[src/rtl/ace_dispatch_credit_if.sv]
// Dispatch-group handshake between the dispatch logic (master) and the
// back-end credit controller (slave).
interface ace_dispatch_credit_if;
    logic       disp_valid_i;
    logic [2:0] disp_rob_num_i;
    logic [2:0] disp_rs0_num_i;
    logic [2:0] disp_rs1_num_i;
    logic [2:0] disp_ld_num_i;
    logic [2:0] disp_st_num_i;
    logic       dispatch_accept_o;
    logic       dispatch_frontend_stl_o;
    logic [5:0] dispatch_stall_cause_o;

    modport master (
        output disp_valid_i, disp_rob_num_i, disp_rs0_num_i, disp_rs1_num_i,
               disp_ld_num_i, disp_st_num_i,
        input  dispatch_accept_o, dispatch_frontend_stl_o, dispatch_stall_cause_o
    );

    modport slave (
        input  disp_valid_i, disp_rob_num_i, disp_rs0_num_i, disp_rs1_num_i,
               disp_ld_num_i, disp_st_num_i,
        output dispatch_accept_o, dispatch_frontend_stl_o, dispatch_stall_cause_o
    );
endinterface

[src/rtl/ace_dispatch_credit.sv]
// Back-end occupancy/credit controller for dispatch: ROB, RS0, RS1, LDQ, STQ
// with flush recovery. Optional stall-cycle counter under ACE_DISPATCH_PERF_EN.
module ace_dispatch_credit #(
    parameter  int unsigned ROB_DEPTH      = 32,
    parameter  int unsigned RS0_DEPTH      = 16,
    parameter  int unsigned RS1_DEPTH      = 16,
    parameter  int unsigned LDQ_DEPTH      = 8,
    parameter  int unsigned STQ_DEPTH      = 8,
    parameter  int unsigned RECOVER_CYCLES = 2,
    localparam int unsigned CW_ROB = $clog2(ROB_DEPTH + 1),
    localparam int unsigned CW_RS0 = $clog2(RS0_DEPTH + 1),
    localparam int unsigned CW_RS1 = $clog2(RS1_DEPTH + 1),
    localparam int unsigned CW_LDQ = $clog2(LDQ_DEPTH + 1),
    localparam int unsigned CW_STQ = $clog2(STQ_DEPTH + 1)
) (
    input  logic                  clk,
    input  logic                  rst,
    ace_dispatch_credit_if.slave  disp,
    input  logic [2:0]            retire_rob_rel_i,
    input  logic [2:0]            issue_rs0_rel_i,
    input  logic [2:0]            issue_rs1_rel_i,
    input  logic [2:0]            execute_ld_rel_i,
    input  logic [2:0]            execute_st_rel_i,
    input  logic                  flush_i,
    input  logic [CW_STQ-1:0]     flush_stq_keep_i,
    output logic [CW_ROB-1:0]     rob_cnt_o,
    output logic [CW_RS0-1:0]     rs0_cnt_o,
    output logic [CW_RS1-1:0]     rs1_cnt_o,
    output logic [CW_LDQ-1:0]     ldq_cnt_o,
    output logic [CW_STQ-1:0]     stq_cnt_o,
    output logic                  credit_err_o,
    output logic [31:0]           perf_stall_cycles_o
);

    typedef enum logic {RUN = 1'b0, RECOVER = 1'b1} state_e;

    state_e              state_q, state_d;
    logic [3:0]          timer_q, timer_d;
    logic [CW_ROB-1:0]   rob_cnt_q, rob_cnt_d;
    logic [CW_RS0-1:0]   rs0_cnt_q, rs0_cnt_d;
    logic [CW_RS1-1:0]   rs1_cnt_q, rs1_cnt_d;
    logic [CW_LDQ-1:0]   ldq_cnt_q, ldq_cnt_d;
    logic [CW_STQ-1:0]   stq_cnt_q, stq_cnt_d;
    logic                err_q, err_d;
    logic [5:0]          cause;
    logic                stall, accept;
    logic                ovf_rob, ovf_rs0, ovf_rs1, ovf_ldq, ovf_stq;

    // Signed update so underflow is visible before clamping into [0, depth].
    function automatic int sat_upd(input int cur, input int add, input int rel,
                                   input int depth, output logic ovf);
        int v;
        v   = cur + add - rel;
        ovf = 1'b0;
        if (v < 0) begin
            v   = 0;
            ovf = 1'b1;
        end else if (v > depth) begin
            v   = depth;
            ovf = 1'b1;
        end
        return v;
    endfunction

    always_ff @(posedge clk or posedge rst) begin
        if (rst) begin
            state_q   <= RUN;
            timer_q   <= '0;
            rob_cnt_q <= '0;
            rs0_cnt_q <= '0;
            rs1_cnt_q <= '0;
            ldq_cnt_q <= '0;
            stq_cnt_q <= '0;
            err_q     <= 1'b0;
        end else begin
            state_q   <= state_d;
            timer_q   <= timer_d;
            rob_cnt_q <= rob_cnt_d;
            rs0_cnt_q <= rs0_cnt_d;
            rs1_cnt_q <= rs1_cnt_d;
            ldq_cnt_q <= ldq_cnt_d;
            stq_cnt_q <= stq_cnt_d;
            err_q     <= err_d;
        end
    end

    always_comb begin
        state_d   = state_q;
        timer_d   = timer_q;
        rob_cnt_d = rob_cnt_q;
        rs0_cnt_d = rs0_cnt_q;
        rs1_cnt_d = rs1_cnt_q;
        ldq_cnt_d = ldq_cnt_q;
        stq_cnt_d = stq_cnt_q;
        err_d     = err_q;
        ovf_rob   = 1'b0;
        ovf_rs0   = 1'b0;
        ovf_rs1   = 1'b0;
        ovf_ldq   = 1'b0;
        ovf_stq   = 1'b0;
        if (flush_i) begin
            state_d   = RECOVER;
            timer_d   = 4'(RECOVER_CYCLES);
            rob_cnt_d = '0;
            rs0_cnt_d = '0;
            rs1_cnt_d = '0;
            ldq_cnt_d = '0;
            if (int'(flush_stq_keep_i) > int'(STQ_DEPTH)) begin
                stq_cnt_d = CW_STQ'(STQ_DEPTH);
                err_d     = 1'b1;
            end else begin
                stq_cnt_d = flush_stq_keep_i;
            end
        end else begin
            if (state_q == RECOVER) begin
                timer_d = timer_q - 4'd1;
                if (timer_q == 4'd1) state_d = RUN;
            end
            rob_cnt_d = CW_ROB'(sat_upd(int'(rob_cnt_q), accept ? int'(disp.disp_rob_num_i) : 0,
                                        int'(retire_rob_rel_i), int'(ROB_DEPTH), ovf_rob));
            rs0_cnt_d = CW_RS0'(sat_upd(int'(rs0_cnt_q), accept ? int'(disp.disp_rs0_num_i) : 0,
                                        int'(issue_rs0_rel_i), int'(RS0_DEPTH), ovf_rs0));
            rs1_cnt_d = CW_RS1'(sat_upd(int'(rs1_cnt_q), accept ? int'(disp.disp_rs1_num_i) : 0,
                                        int'(issue_rs1_rel_i), int'(RS1_DEPTH), ovf_rs1));
            ldq_cnt_d = CW_LDQ'(sat_upd(int'(ldq_cnt_q), accept ? int'(disp.disp_ld_num_i) : 0,
                                        int'(execute_ld_rel_i), int'(LDQ_DEPTH), ovf_ldq));
            stq_cnt_d = CW_STQ'(sat_upd(int'(stq_cnt_q), accept ? int'(disp.disp_st_num_i) : 0,
                                        int'(execute_st_rel_i), int'(STQ_DEPTH), ovf_stq));
            err_d = err_q | ovf_rob | ovf_rs0 | ovf_rs1 | ovf_ldq | ovf_stq;
        end
    end

    // Fit uses pre-update counts, so a same-cycle release never helps a group in.
    always_comb begin
        cause    = '0;
        cause[0] = disp.disp_valid_i &
                   (int'(ldq_cnt_q) + int'(disp.disp_ld_num_i) > int'(LDQ_DEPTH));
        cause[1] = disp.disp_valid_i &
                   (int'(stq_cnt_q) + int'(disp.disp_st_num_i) > int'(STQ_DEPTH));
        cause[2] = disp.disp_valid_i &
                   (int'(rs0_cnt_q) + int'(disp.disp_rs0_num_i) > int'(RS0_DEPTH));
        cause[3] = disp.disp_valid_i &
                   (int'(rs1_cnt_q) + int'(disp.disp_rs1_num_i) > int'(RS1_DEPTH));
        cause[4] = disp.disp_valid_i &
                   (int'(rob_cnt_q) + int'(disp.disp_rob_num_i) > int'(ROB_DEPTH));
        cause[5] = (state_q == RECOVER) | flush_i;
        stall    = |cause;
        accept   = disp.disp_valid_i & ~stall;
        disp.dispatch_stall_cause_o  = cause;
        disp.dispatch_frontend_stl_o = stall;
        disp.dispatch_accept_o       = accept;
    end

    assign rob_cnt_o    = rob_cnt_q;
    assign rs0_cnt_o    = rs0_cnt_q;
    assign rs1_cnt_o    = rs1_cnt_q;
    assign ldq_cnt_o    = ldq_cnt_q;
    assign stq_cnt_o    = stq_cnt_q;
    assign credit_err_o = err_q;

`ifdef ACE_DISPATCH_PERF_EN
    logic [31:0] perf_q, perf_d;

    always_comb begin
        perf_d = perf_q;
        if (disp.disp_valid_i && stall && (perf_q != '1)) perf_d = perf_q + 32'd1;
    end

    always_ff @(posedge clk or posedge rst) begin
        if (rst) perf_q <= '0;
        else     perf_q <= perf_d;
    end

    assign perf_stall_cycles_o = perf_q;
`else
    assign perf_stall_cycles_o = '0;
`endif

endmodule

[src/flat_wrapper.sv]
// flat-port wrapper written by rule: the top's interface ports become plain ports
module ace_dispatch_credit_flat 
#(
    parameter  int unsigned ROB_DEPTH      = 32,
    parameter  int unsigned RS0_DEPTH      = 16,
    parameter  int unsigned RS1_DEPTH      = 16,
    parameter  int unsigned LDQ_DEPTH      = 8,
    parameter  int unsigned STQ_DEPTH      = 8,
    parameter  int unsigned RECOVER_CYCLES = 2,
    localparam int unsigned CW_ROB = $clog2(ROB_DEPTH + 1),
    localparam int unsigned CW_RS0 = $clog2(RS0_DEPTH + 1),
    localparam int unsigned CW_RS1 = $clog2(RS1_DEPTH + 1),
    localparam int unsigned CW_LDQ = $clog2(LDQ_DEPTH + 1),
    localparam int unsigned CW_STQ = $clog2(STQ_DEPTH + 1)
)
  (clk, rst, retire_rob_rel_i, issue_rs0_rel_i, issue_rs1_rel_i, execute_ld_rel_i, execute_st_rel_i, flush_i, flush_stq_keep_i, rob_cnt_o, rs0_cnt_o, rs1_cnt_o, ldq_cnt_o, stq_cnt_o, credit_err_o, perf_stall_cycles_o, disp_disp_valid_i, disp_disp_rob_num_i, disp_disp_rs0_num_i, disp_disp_rs1_num_i, disp_disp_ld_num_i, disp_disp_st_num_i, disp_dispatch_accept_o, disp_dispatch_frontend_stl_o, disp_dispatch_stall_cause_o);
  ace_dispatch_credit_if disp_i ();
  input  logic clk;
  input  logic rst;
  input  logic [2:0] retire_rob_rel_i;
  input  logic [2:0] issue_rs0_rel_i;
  input  logic [2:0] issue_rs1_rel_i;
  input  logic [2:0] execute_ld_rel_i;
  input  logic [2:0] execute_st_rel_i;
  input  logic flush_i;
  input  logic [CW_STQ-1:0] flush_stq_keep_i;
  output logic [CW_ROB-1:0] rob_cnt_o;
  output logic [CW_RS0-1:0] rs0_cnt_o;
  output logic [CW_RS1-1:0] rs1_cnt_o;
  output logic [CW_LDQ-1:0] ldq_cnt_o;
  output logic [CW_STQ-1:0] stq_cnt_o;
  output logic credit_err_o;
  output logic [31:0] perf_stall_cycles_o;
  input wire logic [$bits(disp_i.disp_valid_i)-1:0] disp_disp_valid_i;
  input wire logic [$bits(disp_i.disp_rob_num_i)-1:0] disp_disp_rob_num_i;
  input wire logic [$bits(disp_i.disp_rs0_num_i)-1:0] disp_disp_rs0_num_i;
  input wire logic [$bits(disp_i.disp_rs1_num_i)-1:0] disp_disp_rs1_num_i;
  input wire logic [$bits(disp_i.disp_ld_num_i)-1:0] disp_disp_ld_num_i;
  input wire logic [$bits(disp_i.disp_st_num_i)-1:0] disp_disp_st_num_i;
  output wire logic [$bits(disp_i.dispatch_accept_o)-1:0] disp_dispatch_accept_o;
  output wire logic [$bits(disp_i.dispatch_frontend_stl_o)-1:0] disp_dispatch_frontend_stl_o;
  output wire logic [$bits(disp_i.dispatch_stall_cause_o)-1:0] disp_dispatch_stall_cause_o;
  assign disp_i.disp_valid_i = disp_disp_valid_i;
  assign disp_i.disp_rob_num_i = disp_disp_rob_num_i;
  assign disp_i.disp_rs0_num_i = disp_disp_rs0_num_i;
  assign disp_i.disp_rs1_num_i = disp_disp_rs1_num_i;
  assign disp_i.disp_ld_num_i = disp_disp_ld_num_i;
  assign disp_i.disp_st_num_i = disp_disp_st_num_i;
  assign disp_dispatch_accept_o = disp_i.dispatch_accept_o;
  assign disp_dispatch_frontend_stl_o = disp_i.dispatch_frontend_stl_o;
  assign disp_dispatch_stall_cause_o = disp_i.dispatch_stall_cause_o;
  ace_dispatch_credit #(.ROB_DEPTH(ROB_DEPTH), .RS0_DEPTH(RS0_DEPTH), .RS1_DEPTH(RS1_DEPTH), .LDQ_DEPTH(LDQ_DEPTH), .STQ_DEPTH(STQ_DEPTH), .RECOVER_CYCLES(RECOVER_CYCLES)) u_core (.clk(clk), .rst(rst), .disp(disp_i), .retire_rob_rel_i(retire_rob_rel_i), .issue_rs0_rel_i(issue_rs0_rel_i), .issue_rs1_rel_i(issue_rs1_rel_i), .execute_ld_rel_i(execute_ld_rel_i), .execute_st_rel_i(execute_st_rel_i), .flush_i(flush_i), .flush_stq_keep_i(flush_stq_keep_i), .rob_cnt_o(rob_cnt_o), .rs0_cnt_o(rs0_cnt_o), .rs1_cnt_o(rs1_cnt_o), .ldq_cnt_o(ldq_cnt_o), .stq_cnt_o(stq_cnt_o), .credit_err_o(credit_err_o), .perf_stall_cycles_o(perf_stall_cycles_o));
endmodule
[config.mk]
export PLATFORM = sky130hd
export DESIGN_NAME = ace_dispatch_credit_flat
export DESIGN_NICKNAME = d
export VERILOG_FILES = /design/src/rtl/ace_dispatch_credit_if.sv /design/src/rtl/ace_dispatch_credit.sv /design/src/flat_wrapper.sv
export SDC_FILE = /design/constraint.sdc
export NUM_CORES = 1
export LEC_CHECK = 0
export BUFFER_PORTS_ARGS = -buffer_cell sky130_fd_sc_hd__buf_4
export CAP_MARGIN = 20
export CORE_MARGIN = 2
export CORE_UTILIZATION = 50
export CTS_CLUSTER_SIZE = 20
export DETAILED_ROUTE_END_ITERATION = 16
export PLACE_DENSITY = 0.76
export SYNTH_ARGS = -nofsm -noshare
export SYNTH_HDL_FRONTEND = slang
export SYNTH_SLANG_ARGS = --single-unit
[constraint.sdc]
create_clock -name clk -period 5.65 [get_ports clk]
set_input_delay 0.8475 -clock clk [delete_from_list [all_inputs] [get_ports clk]]
set_output_delay 0.8475 -clock clk [all_outputs]
set_load 0.03 [all_outputs]
==> qor.csv <==
metric,value,unit
crit-path max FO,8,
class of the worst hold path,reg -> reg,
final hold slack,0.5530,ns
via count of the first global-routing pass,3553,
final count of pins violating max slew,0,
final routed DRC violation total,0,
core area,7687,sq um
"FF+latch count, synth",30,
post-route cell area,4807,sq um
library cell with the largest summed area after synthesis,sky130_fd_sc_hd__dfrtp_1,
post-synthesis cell area,3961,sq um
RR Startpoint,u_core.ldq_cnt_o[0]$_DFF_PP0_,
buffer depth of the longest clock path,2,
antenna violations before repair,0,
ports placed on the boundary,103,
final setup vio count,0,
simple-gate share of the synthesized area,16.08,%
worst supply voltage drop on vdd,0.1088,mV
power density normalized to cell area,158.7,nW/um^2
highest clock frequency the design can meet,184.9,MHz
timing startpoint of the critical path,disp_disp_ld_num_i[0],
Synth cell types,61,
data required time of the worst path,5.80,ns
Initial Utilization,51.53,%
clock sink count,30,
number of maximum-capacitance violations,0,
quantity of I/O buffers inserted on ports,70,
Worst Setup Start Kind,input port,
antenna diode count,0,
CTS tree,built,
total routing usage reported by global routing,23.61,%
fin util,62.53,%
final total power,763.1,uW
Hold Crit Start,u_core.timer_q[3]$_DFFE_PP0P_,
CTS buffer count,5,
routed len/inst,14.77,um
placer congestion estimate,0.8616,
number of DRC violations after detailed-routing iteration 0,124,
Post-synth EDFFs,0,
run status,"finished, final reports clean",
gate count after technology mapping,467,
"top cells by count, synth","sky130_fd_sc_hd__inv_1 (77), sky130_fd_sc_hd__ha_1 (60), sky130_fd_sc_hd__nor2_1 (36), sky130_fd_sc_hd__buf_4 (32), sky130_fd_sc_hd__dfrtp_1 (30)",
Layout Area Growth over Synthesis,21.35,%
Synth Area in Compound Gates,16.96,%
Die Wd,93.01,um
net total in the final layout,683,
count of yosys warnings during synthesis,0,
largest net degree at the start of global routing,31,
Tcrit/Tclk final,95.70,%
largest family of logic cells by synthesized area,adder cells,
post-layout minimum cycle time,5.407,ns
cells taking the most area after synthesis,"sky130_fd_sc_hd__dfrtp_1 (19%), sky130_fd_sc_hd__ha_1 (19%), sky130_fd_sc_hd__fa_1 (10%)",
post-synthesis adder-cell area fraction,29.06,%
clock transition at the register clock pins on the worst setup and hold paths after CTS,0.07,ns
post-synthesis mux area share,0.5054,%
Clk Tree Root Cell,sky130_fd_sc_hd__clkbuf_8,
most used flip-flop cell after synthesis,sky130_fd_sc_hd__dfrtp_1,
HPWL after DPL,8181,um
Final Hold Violating Endpoints,0,
share of synthesized registers carrying an async set or reset,100.0,%
sequential-to-total area share from yosys stat,18.95,%
total via count in the routed design,3546,
most common cell in the synthesized netlist,sky130_fd_sc_hd__inv_1,
number of optimization iterations in the first detailed-route pass,4,
share of layout cells above drive strength 1,22.44,%
Die Area,8651,sq um
XOR/XNOR share of the synthesized area,4.390,%
GR Overflow Total,0,
Row Count,32,
Clock Skews,0.006168,ns
H-Tree Level Count,2,
latest clock arrival within the worst-skew pair,0.29,ns
Critical Path Sink Type,flip-flop,
kind of critical path,in -> reg,
endpoint arrival time on the critical path,5.56,ns
final-layout fill cell count,677,
top cell type's share of synthesized area,18.95,%
overall routed net length,9865,um
Detail Route Antenna Nets,0,
final setup TNS,0,ns
average cell area after synthesis,8.482,sq um
vertical die dimension,93.01,um
Static Leak,2.539,nW
post-detailed-route via-to-cell ratio,5.308,
placed instance area,4636,sq um
first-pass GRT wire length,16350,um
==> repair_timing <==
action                                  in CTS  in global routing
buffers inserted                             0                  3
pin swaps                                    0                  6
endpoints found under the setup margin       1                  8
resized for setup                            1                 15
hold buffers                                 0                  0
==> state kept, by name, indices dropped and copies added (netlist names) <==
signal,count
u_core.credit_err_o,1
u_core.ldq_cnt_o,4
u_core.rob_cnt_o,6
u_core.rs0_cnt_o,5
u_core.rs1_cnt_o,5
u_core.state_q,1
u_core.stq_cnt_o,4
u_core.timer_q,4
==> worst max-delay path, cell delays in order <==
cell	delay [ns]
sky130_fd_sc_hd__buf_4	0.09
sky130_fd_sc_hd__ha_2	0.17
sky130_fd_sc_hd__inv_1	0.05
sky130_fd_sc_hd__fa_2	0.51
sky130_fd_sc_hd__nor3b_2	0.18
sky130_fd_sc_hd__a31oi_1	0.08
sky130_fd_sc_hd__o311ai_2	0.34
sky130_fd_sc_hd__buf_4	0.18
sky130_fd_sc_hd__o2111a_2	0.26
sky130_fd_sc_hd__buf_6	0.15
sky130_fd_sc_hd__nand3_1	0.09
sky130_fd_sc_hd__fa_1	0.49
sky130_fd_sc_hd__inv_1	0.04
sky130_fd_sc_hd__ha_1	0.31
sky130_fd_sc_hd__or2_0	0.16
sky130_fd_sc_hd__nand3_1	0.16
sky130_fd_sc_hd__a21oi_2	0.18
sky130_fd_sc_hd__nor2_1	0.06
sky130_fd_sc_hd__ha_1	0.26
sky130_fd_sc_hd__inv_1	0.04
sky130_fd_sc_hd__a311oi_1	0.27
sky130_fd_sc_hd__o21ai_1	0.17
sky130_fd_sc_hd__nor4_2	0.30
sky130_fd_sc_hd__a31oi_1	0.16
==> report_power, final <==
group | leakage, nW | total (mW) | internal, mW | switching (mW)
clock network | 0.0472 | 0.192 | 0.0980 | 0.0941
registers | 0.397 | 0.251 | 0.231 | 0.0199
logic | 2.10 | 0.320 | 0.129 | 0.190
==> metrics by stage <==
| stage | std cells | setup slack (ns) |
|---|---|---|
| finish | 668 | 0.2429 |
| global route | 668 | -0.06815 |
| CTS | 665 | 0.04282 |
| detailed placement | 657 | -0.3204 |
| global placement | 657 | -0.1470 |
| floorplan | 498 | 0.4713 |
==> cells in the final DEF (no fill, tap or decap), types with 3 or more instances in the layout <==
cell and n:
sky130_fd_sc_hd__and3_1 11, sky130_fd_sc_hd__conb_1 32, sky130_fd_sc_hd__nand3_1 7, sky130_fd_sc_hd__nand2b_1 4, sky130_fd_sc_hd__buf_4 94, sky130_fd_sc_hd__xnor2_1 12, sky130_fd_sc_hd__and2_1 4, sky130_fd_sc_hd__a21oi_1 23
sky130_fd_sc_hd__nor3_1 6, sky130_fd_sc_hd__a21oi_2 3, sky130_fd_sc_hd__o21ai_2 5, sky130_fd_sc_hd__a21o_1 12, sky130_fd_sc_hd__a311oi_1 3, sky130_fd_sc_hd__nor2_1 36, sky130_fd_sc_hd__or3_1 6, sky130_fd_sc_hd__nand2_1 22
sky130_fd_sc_hd__o21a_1 3, sky130_fd_sc_hd__dfrtp_1 30, sky130_fd_sc_hd__a31oi_1 3, sky130_fd_sc_hd__inv_1 77, sky130_fd_sc_hd__a211oi_1 7, sky130_fd_sc_hd__xor2_1 6, sky130_fd_sc_hd__fa_1 19, sky130_fd_sc_hd__ha_1 59
sky130_fd_sc_hd__nor2b_1 6, sky130_fd_sc_hd__o21ai_0 16, sky130_fd_sc_hd__clkbuf_8 6
==> final timing paths <==
path                       slack [ns]  cells past startpoint                               to
min reg2reg                      0.55                      2    u_core.timer_q[3]$_DFFE_PP0P_
min in group asynchronous        0.63                      3    u_core.ldq_cnt_o[2]$_DFF_PP0_
max reg2reg                      0.47                     23  u_core.credit_err_o$_DFFE_PP0P_
max                              0.24                     24  u_core.credit_err_o$_DFFE_PP0P_
max in group asynchronous        4.72                      3    u_core.timer_q[3]$_DFFE_PP0P_
min                              0.55                      2    u_core.timer_q[3]$_DFFE_PP0P_
==> cells by family after synthesis <==
logic type,Yosys count
and+or+nand+nor,122
buffers and inverters,113
AOI/OAI and AO/OA,100
DFF,30
xor gates and xnor gates,19
muxes,2
adders and majority gates,80
other,1
==> cell type report <==
type / count / area [sq um] / area share, %
clock buffers: 6 / 82.58 / 1.718
clock inverters: 2 / 12.51 / 0.2603
inverters: 78 / 292.8 / 6.091
multi-input cells: 355 / 2824 / 58.75
flip-flops and latches: 30 / 750.7 / 15.62
well taps: 102 / 127.6 / 2.655
repair buffers: 95 / 716.9 / 14.91
==> per-layer routing <==
| layer | vias up | routed length (um) | share of wire, % | GRT usage, % |
|---|---|---|---|---|
| li1 | 1722 | - | - | - |
| met1 | 1696 | 4075 | 41 | 29.09 |
| met2 | 109 | 4979 | 50 | 42.33 |
| met3 | 19 | 621 | 6.3 | 4.190 |
| met4 | 0 | 189 | 1.9 | 6.618 |
| met5 | - | 0 | 0 | 0 |
(Power assumes the default switching activity.)
